## config.mk

```make
export PLATFORM = sky130hd
export DESIGN_NAME = uart_rx
export DESIGN_NICKNAME = d
export VERILOG_FILES = /design/src/rtl/uart_pkg.sv /design/src/rtl/uart_rx_sync_fifo.sv /design/src/rtl/uart_rx.sv
export SDC_FILE = /design/constraint.sdc
export NUM_CORES = 1
export LEC_CHECK = 0
export CAP_MARGIN = 0
export CELL_PAD_IN_SITES_DETAIL_PLACEMENT = 0
export CELL_PAD_IN_SITES_GLOBAL_PLACEMENT = 2
export CORE_UTILIZATION = 37
export CTS_CLUSTER_DIAMETER = 150
export DETAILED_ROUTE_END_ITERATION = 10
export GPL_ROUTABILITY_DRIVEN = 0
export PLACE_DENSITY = 0.7
export SYNTH_ARGS = -nofsm -noshare
export SYNTH_HDL_FRONTEND = slang
export SYNTH_SLANG_ARGS = --single-unit
```

## constraint.sdc

```tcl
create_clock -name clk -period 3.5 [get_ports clk]
set_input_delay 0.875 -clock clk [delete_from_list [all_inputs] [get_ports clk]]
set_output_delay 0.875 -clock clk [all_outputs]
set_load 0.005 [all_outputs]
```

## src/rtl/uart_pkg.sv

```systemverilog
// Constants and types shared by the UART receive and transmit paths.
package uart_pkg;

   localparam int UART_DATA_BITS    = 8;
   localparam int UART_CLKS_PER_BIT = 434;   // 50 MHz / 115200 baud

   typedef enum logic [1:0] {
      IDLE  = 2'd0,
      START = 2'd1,
      DATA  = 2'd2,
      STOP  = 2'd3
   } rx_state_t;

endpackage

```

## src/rtl/uart_rx_sync_fifo.sv

```systemverilog
// Show-ahead circular FIFO. The head is presented combinationally and reads 0 when empty.
// When the FIFO is full, a push is accepted in the same cycle as a pop. A pop while empty is ignored.
module sync_fifo
   import uart_pkg::*;
#(
   parameter int WIDTH = UART_DATA_BITS,
   parameter int DEPTH = 8
) (
   input  logic             clk,
   input  logic             rst,
   input  logic             push,
   input  logic             pop,
   input  logic [WIDTH-1:0] din,
   output logic [WIDTH-1:0] dout,
   output logic             full,
   output logic             empty
);

   localparam int AW = $clog2(DEPTH);
   localparam int CW = AW + 1;

   logic [WIDTH-1:0] mem_q [DEPTH];
   logic [AW-1:0]    rd_ptr_q, rd_ptr_d;
   logic [AW-1:0]    wr_ptr_q, wr_ptr_d;
   logic [CW-1:0]    count_q,  count_d;
   logic             do_push, do_pop;

   assign empty   = (count_q == '0);
   assign full    = (count_q == CW'(DEPTH));
   assign do_pop  = pop && !empty;
   assign do_push = push && (!full || do_pop);
   assign dout    = empty ? '0 : mem_q[rd_ptr_q];

   // Next pointer and occupancy. DEPTH is a power of two, so the pointers wrap naturally.
   always_comb begin
      rd_ptr_d = rd_ptr_q;
      wr_ptr_d = wr_ptr_q;
      count_d  = count_q;
      if (do_pop)  rd_ptr_d = rd_ptr_q + AW'(1);
      if (do_push) wr_ptr_d = wr_ptr_q + AW'(1);
      case ({do_push, do_pop})
         2'b10:   count_d = count_q + CW'(1);
         2'b01:   count_d = count_q - CW'(1);
         default: count_d = count_q;
      endcase
   end

   // Pointer and count registers.
   always_ff @(posedge clk) begin
      if (rst) begin
         rd_ptr_q <= '0;
         wr_ptr_q <= '0;
         count_q  <= '0;
      end else begin
         rd_ptr_q <= rd_ptr_d;
         wr_ptr_q <= wr_ptr_d;
         count_q  <= count_d;
      end
   end

   // Storage array. It needs no reset because count_q gates every read.
   always_ff @(posedge clk) begin
      if (do_push) mem_q[wr_ptr_q] <= din;
   end

endmodule

```

## src/rtl/uart_rx.sv

```systemverilog
// 8N1 UART receiver. It contains the input synchroniser, the frame FSM, the shift register,
// the sticky error flags, and a show-ahead receive FIFO.
module uart_rx
   import uart_pkg::*;
#(
   parameter int CLKS_PER_BIT = UART_CLKS_PER_BIT,
   parameter int FIFO_DEPTH   = 8
) (
   input  logic       clk,
   input  logic       rst,
   input  logic       rx,
   input  logic       rd_en,
   input  logic       clr_err,
   output logic [7:0] rx_byte,
   output logic       rx_valid,
   output logic       overrun,
   output logic       frame_err
);

   localparam int CW = $clog2(CLKS_PER_BIT);
   localparam int BW = $clog2(UART_DATA_BITS);
   localparam logic [CW-1:0] BIT_LAST  = CW'(CLKS_PER_BIT - 1);
   localparam logic [CW-1:0] HALF_LAST = CW'(CLKS_PER_BIT / 2 - 1);
   localparam logic [BW-1:0] IDX_LAST  = BW'(UART_DATA_BITS - 1);

   logic       meta_q, meta_d;
   logic       rx_s_q, rx_s_d;
   logic       rx_d_q, rx_d_d;
   logic [1:0] fill_q, fill_d;     // counts reset-free edges until rx_d holds a real pin value
   rx_state_t  state_q, state_d;
   logic [CW-1:0] cnt_q, cnt_d;
   logic [BW-1:0] bit_idx_q, bit_idx_d;
   logic [UART_DATA_BITS-1:0] shift_q, shift_d;
   logic       overrun_q, overrun_d;
   logic       frame_err_q, frame_err_d;

   logic       line_live;
   logic       stop_ok, frame_evt, overrun_evt;
   logic       fifo_full, fifo_empty;

   // Synchroniser chain. Edge detection is disabled until the reset 1s have been flushed,
   // so a line that is held low through reset is not mistaken for a start bit.
   always_comb begin
      meta_d = rx;
      rx_s_d = meta_q;
      rx_d_d = rx_s_q;
      fill_d = (fill_q == 2'd3) ? fill_q : fill_q + 2'd1;
   end

   assign line_live = (fill_q == 2'd3);

   // Frame FSM. It samples mid-bit, shifts the data in LSB first, and checks the stop bit.
   always_comb begin
      state_d   = state_q;
      cnt_d     = cnt_q;
      bit_idx_d = bit_idx_q;
      shift_d   = shift_q;
      stop_ok   = 1'b0;
      frame_evt = 1'b0;
      case (state_q)
         IDLE: begin
            if (line_live && rx_d_q && !rx_s_q) begin
               state_d = START;
               cnt_d   = '0;
            end
         end
         START: begin
            if (cnt_q == HALF_LAST) begin
               if (!rx_s_q) begin
                  state_d   = DATA;
                  cnt_d     = '0;
                  bit_idx_d = '0;
               end else begin
                  state_d = IDLE;
               end
            end else begin
               cnt_d = cnt_q + CW'(1);
            end
         end
         DATA: begin
            if (cnt_q == BIT_LAST) begin
               shift_d[bit_idx_q] = rx_s_q;
               cnt_d = '0;
               if (bit_idx_q == IDX_LAST) state_d = STOP;
               else bit_idx_d = bit_idx_q + BW'(1);
            end else begin
               cnt_d = cnt_q + CW'(1);
            end
         end
         STOP: begin
            if (cnt_q == BIT_LAST) begin
               state_d = IDLE;
               cnt_d   = '0;
               if (rx_s_q) stop_ok   = 1'b1;
               else        frame_evt = 1'b1;
            end else begin
               cnt_d = cnt_q + CW'(1);
            end
         end
         default: state_d = IDLE;
      endcase
   end

   // A completed byte is lost only if the FIFO is full and no pop frees a slot in the same cycle.
   assign overrun_evt = stop_ok && fifo_full && !rd_en;

   // Sticky error flags. When a new error arrives in the same cycle as a clear, the error wins.
   always_comb begin
      overrun_d   = clr_err ? 1'b0 : overrun_q;
      frame_err_d = clr_err ? 1'b0 : frame_err_q;
      if (overrun_evt) overrun_d   = 1'b1;
      if (frame_evt)   frame_err_d = 1'b1;
   end

   // State registers.
   always_ff @(posedge clk) begin
      if (rst) begin
         meta_q      <= 1'b1;
         rx_s_q      <= 1'b1;
         rx_d_q      <= 1'b1;
         fill_q      <= 2'd0;
         state_q     <= IDLE;
         cnt_q       <= '0;
         bit_idx_q   <= '0;
         shift_q     <= '0;
         overrun_q   <= 1'b0;
         frame_err_q <= 1'b0;
      end else begin
         meta_q      <= meta_d;
         rx_s_q      <= rx_s_d;
         rx_d_q      <= rx_d_d;
         fill_q      <= fill_d;
         state_q     <= state_d;
         cnt_q       <= cnt_d;
         bit_idx_q   <= bit_idx_d;
         shift_q     <= shift_d;
         overrun_q   <= overrun_d;
         frame_err_q <= frame_err_d;
      end
   end

   sync_fifo #(
      .WIDTH (UART_DATA_BITS),
      .DEPTH (FIFO_DEPTH)
   ) u_fifo (
      .clk   (clk),
      .rst   (rst),
      .push  (stop_ok),
      .pop   (rd_en),
      .din   (shift_q),
      .dout  (rx_byte),
      .full  (fifo_full),
      .empty (fifo_empty)
   );

   assign rx_valid  = !fifo_empty;
   assign overrun   = overrun_q;
   assign frame_err = frame_err_q;

endmodule

```

# Yosys cells after proc, flatten, opt, wreduce, memory -nomap -nowiden
# Memory sizes are Yosys's and may differ from the RTL's. A register that Yosys moved wholly into a read port is not among the register bits.
# Index checks and enable logic that the tools add are counted.
[totals]
mem_bits_rw = 64
in_bits = 5
out_inout_bits = 11
n_memories = 1
wordCells = 99
register_bits = 39
[memory_table]
columns = ["name", "depth", "word_bits", "read_ports", "rd_clocked_by_memory_dff", "wr", "line_no", "text"]
rows = [
  ["u_fifo.mem_q", 8, 8, 1, 1, 1, "uart_rx_sync_fifo.sv:22", "logic [WIDTH-1:0] mem_q [DEPTH];"],
]
[classes]
add_sub_neg = 7
muxes = 35
n_lt_le_gt_ge = 2
n_reduce_logical = 23
eq_ne = 18
[ops]
columns = ["cell", "count"]
rows = [
  ["$mux 9", 4],
  ["$pmux 9 s3", 1],
  ["$mux 3", 6],
  ["$ne 2x2->1 const B", 7],
  ["$mux 1", 12],
  ["$mux 2", 6],
  ["$reduce_and 5->1", 2],
  ["$add 3x1->3 const B", 3],
  ["$add 9x1->9 const B", 1],
  ["$eq 9x8->1 const B", 1],
  ["$eq 9x9->1 const B", 1],
  ["$bwmux 8", 1],
  ["$eq 2x2->1 const B", 4],
  ["$mux 8", 1],
  ["$pmux 2 s4", 1],
  ["$pmux 4 s2", 1],
  ["$reduce_bool 2->1", 4],
  ["$logic_and 1x1->1", 7],
  ["$pmux 3 s2", 1],
  ["$add 4x1->4 const B", 1],
  ["$eq 2x1->1 const B", 2],
  ["$eq 4x4->1 const B", 1],
  ["$logic_not 1->1", 4],
  ["$logic_not 4->1", 1],
  ["other kinds (11)", 12],
]

# Depth between registers and ports, before layout
[logic_depth]
ltp_word = 7
mapped_depth = 13
mapped_depth_nobuf = 12

# Modules after synthesis
# From an unflattened synthesis, not the netlist that was laid out.
[unflattened]
hier_cells = 353
hier_area_um2 = 4730.8
[by_module_without_submodules]
columns = ["module", "n_inst", "cells_per_inst", "seq_area_each_um2", "area_per_inst_um2"]
rows = [
  ["sync_fifo", 1, 185, 2182.1, 3171.8],
  ["uart_rx", 1, 168, 580.6, 1559.0],
]

# Worst setup path before layout
# No wires, ideal clock.
[synth_path]
path_type = "input port to flip-flop"
from = "in rd_en"
to = "reg u_fifo.count_q[2]"
slack_ps = 900
setup_time_ps = 70
arrival_ps = 2530
stages = 10
required_ps = 3430
n_path_buf = 0
path_cell_list = "nor2b_1 a21boi_0 nand2_1 ha_1 xor2_1 ha_1 a21oi_1 xor2_1 or3_1 a21oi_1"
[synth_via]
elab_chain_cells = 5
elab_cells_between_ends = 7
classes_between = "eq/ne (2); mux (1); reduce/logical (4)"
[synth_rtl]
columns = ["item", "line_no", "text"]
rows = [
  ["from (decl)", "uart_rx.sv:12", "input logic rd_en,"],
  ["$logic_and 1x1->1 (*)", "uart_rx_sync_fifo.sv:30", "assign do_pop = pop && !empty;"],
  ["$logic_or 1x1->1", "uart_rx_sync_fifo.sv:31", "assign do_push = push && (!full || do_pop);"],
  ["$logic_and 1x1->1", "uart_rx_sync_fifo.sv:31", ""],
  ["$eq 2x1->1 / $eq 2x2->1 (equally long branches)", "uart_rx_sync_fifo.sv:41", "case ({do_push, do_pop})"],
  ["$pmux 4 s2 / $reduce_bool 2->1 (equally long branches)", "--", ""],
  ["to (signal assigned)", "uart_rx_sync_fifo.sv:57", "count_q <= count_d;"],
  ["to (decl)", "uart_rx_sync_fifo.sv:25", "logic [CW-1:0] count_q, count_d;"],
]
# Mark *: on every way between the ends. The rest lies on a longest branch, timed or not.
# A chain may end at the register's enable or synchronous reset.

==> results.ini <==
[global_route]
overflow=0
grt_use_total=0.148
grt_pass1_vias=2698
grt_first_pass_wirelength_microns=14400
antenna_found_initial=0
grt_max_degree=29

[critical_path]
critical_path.max_fanout=16
worstSetupEndpointType=primary output
worstSetupPathType=reg2out
path_cells=buf_4 -> mux4_2 -> mux2i_1 -> nor2_1 -> clkdlybuf4s50_1
cp.depth=5
critical_path.startpoint_type=register
cp_slowest_stage_delay_ns=0.58
path_buf_inv=2
required_ns=2.62
reg2regPathDepth=12
cp.arrival_ns=2.22
crit_slowest_cell=mux4_2
crit_family=buffers and inverters

[timing]
fmax_ghz=0.323
hold_viol=0
min_period_ns=3.10
finalSetupViolCount=0
slew_viol_final=0
maxSlewHeadroom=0.589
worst_pin_slew_ns=0.612
rsz0062_at_grt=no
fin_worst_skew_ns=0.00659
finalCritPeriodShare=0.885
tns_ns=0

[clocking]
clk_pin_slew_ns=0.07
clk_path_buf_depth=2
cts_tree=done
cts_root_buffer=clkbuf_16
h-tree-depth=3
clkSinkCount=106
cts-buffers-inserted=9
cts_resized=0
holdBufCountCts=0
post_cts_buffers=0
clock_latency_ns=0.34

[finish]
syn2layout_area_growth_pct=14.4
n_antenna_cell=0
finish.instance_area_sq_um=5300
mostFrequentLayoutCells=edfxtp_1, dfxtp_1, nor2_1
drive_above_1_share=0.154
layout_commonest_cell=edfxtp_1
fin_nets=380

[routing]
routed.top_layer=met4
dr_total_vias=2703
wl_met1_microns=4250
drt_iter0_markers=124
antenna_left=0
routed-wl-met3_microns=165
firstDrtPassIters=4
drc=0
wl_met2_microns=4120
routed_via_density=5.03
wl_microns=8720
wl_per_cell_microns=16.2

[min_path]
worstHoldPathCells=1
hold_path.class=reg2reg

[power]
p_sw_frac=0.199
pwr_density_cell_nw_per_um2=443
p_int_mw=1.88
seqPwrFrac=0.562
power_frac_clock=0.424
total_power_mw=2.35
pwr-share-comb=0.015
switchingPower_mw=0.467
vdd_drop_max_mv=0.232
power_leakage_nw=1.73

[logic_synthesis]
ys_warn_count=0
synth_largest_area_cell=edfxtp_1
synth_area_sq_um=4630
synth_top_family_by_area=simple AND/OR/NAND/NOR gates
async_flop_share=0
synth_cell_types=49
yosysTopAreaCellShare=0.415
avgSynthCellArea_sq_um=13.5
synth_edf_count=64
synth_seq_cells=106
synth_flop_cell=edfxtp_1
synth_compound_area_frac=0.0597
synthXorXnorAreaFrac=0.0243
synth-simple-area-share=0.144
syn_nets=359
synth_area_leaders=edfxtp_1, dfxtp_1, mux4_2, mux2i_1, ha_1
syn_inst=343
synthMuxAreaShare=0.121
synth-seq-area-share=0.596
synthAdderAreaFrac=0.0297

[floorplanning]
die_area_sq_um=13000
core_area_sq_um=12100
die_w_microns=114
num_io_pins=16
die_h_microns=114
start_util=0.383
rows=40

[placed_design]
place_area_sq_um=5010
numPortBuffers=15
dpl.hpwl_microns=5770

[outcome]
status=complete, no violations

[run]
maxCapViolCount=0

==> kinds of logic (layout without fill, tap and decap cells) <==
kind of cell    after synthesis  count (layout)
fa+ha+maj                    11              11
flops                       106             106
buf+inv                      23              49
mux                          36              36
simple gates                113             113
compound gates               42              42
xor+xnor                     12              12
==> flip-flops by register name (all words and copies together), names as in the netlist, 2 cells and up, named ones only <==
register,count
u_fifo.count_q,4
u_fifo.mem_q,64
cnt_q,9
u_fifo.wr_ptr_q,3
fill_q,2
shift_q,8
bit_idx_q,3
u_fifo.rd_ptr_q,3
==> per-stage QoR <==
stage / hold WS, ns / setup slack, ns / std cells / util
after floorplan: 0.389 / 0.900 / 343 / -
after detailed placement: 0.408 / 0.185 / 521 / 0.414
final: 0.412 / 0.404 / 537 / 0.438
after CTS: 0.416 / 0.344 / 537 / 0.438
after global placement: 0.397 / 0.280 / 521 / 0.414
after global routing: 0.437 / 0.241 / 537 / 0.438
==> layer usage <==
layer / up-vias / track usage
li1: 1340 / -
met3: 11 / 0.0271
met5: - / 0
met4: 0 / 0.0727
met1: 1324 / 0.197
met2: 28 / 0.232
==> cell usage after synthesis (8+ instances only) <==
cell      instances
mux2i_1          19
dfxtp_1          42
nor2_1           35
nand4_1           8
nand2b_1          8
edfxtp_1         64
ha_1             11
nand3_1          13
a211oi_1         11
mux4_2           16
buf_2             9
a21oi_1          17
==> worst register-to-register path, stage by stage (launching register included) <==
cell	delay, ns
dfxtp_1	0.34
inv_1	0.08
ha_1	0.16
and4b_1	0.49
and3_1	0.27
nand2_1	0.09
ha_1	0.25
xor2_1	0.16
ha_1	0.19
a21oi_1	0.15
xor2_1	0.09
or3_1	0.30
a21oi_1	0.14
==> power by group through the flow <==
stage	logic, mW	registers, mW	clock network, mW
after floorplan	0.0241	1.35	0
after global placement	0.0351	1.35	0
after detailed placement	0.0355	1.35	0
after CTS	0.0356	1.32	1.03
after global routing	0.0399	1.32	1.08
final	0.0347	1.32	0.996
==> worst paths after layout <==
kind,startpoint,slack [ns],end
setup reg to reg,cnt_q[1]$_SDFFE_PP0P_,0.72,u_fifo.count_q[2]$_SDFFE_PP0P_
setup / recovery,register,0.40,rx_byte[2]
hold reg to reg,meta_q$_SDFF_PP1_,0.41,rx_d_d$_SDFF_PP1_
hold / removal,meta_q$_SDFF_PP1_,0.41,rx_d_d$_SDFF_PP1_
==> final cells by class <==
class	count	area, sq um
clock buffer	9	225
clock inverter	7	67.6
fill	1138	6810
inverter	4	15.0
multi-input combinational	214	1760
sequential	106	2760
tap	168	210
timing repair buffer	29	268
No activity file was read; power rests on OpenSTA's default activity.
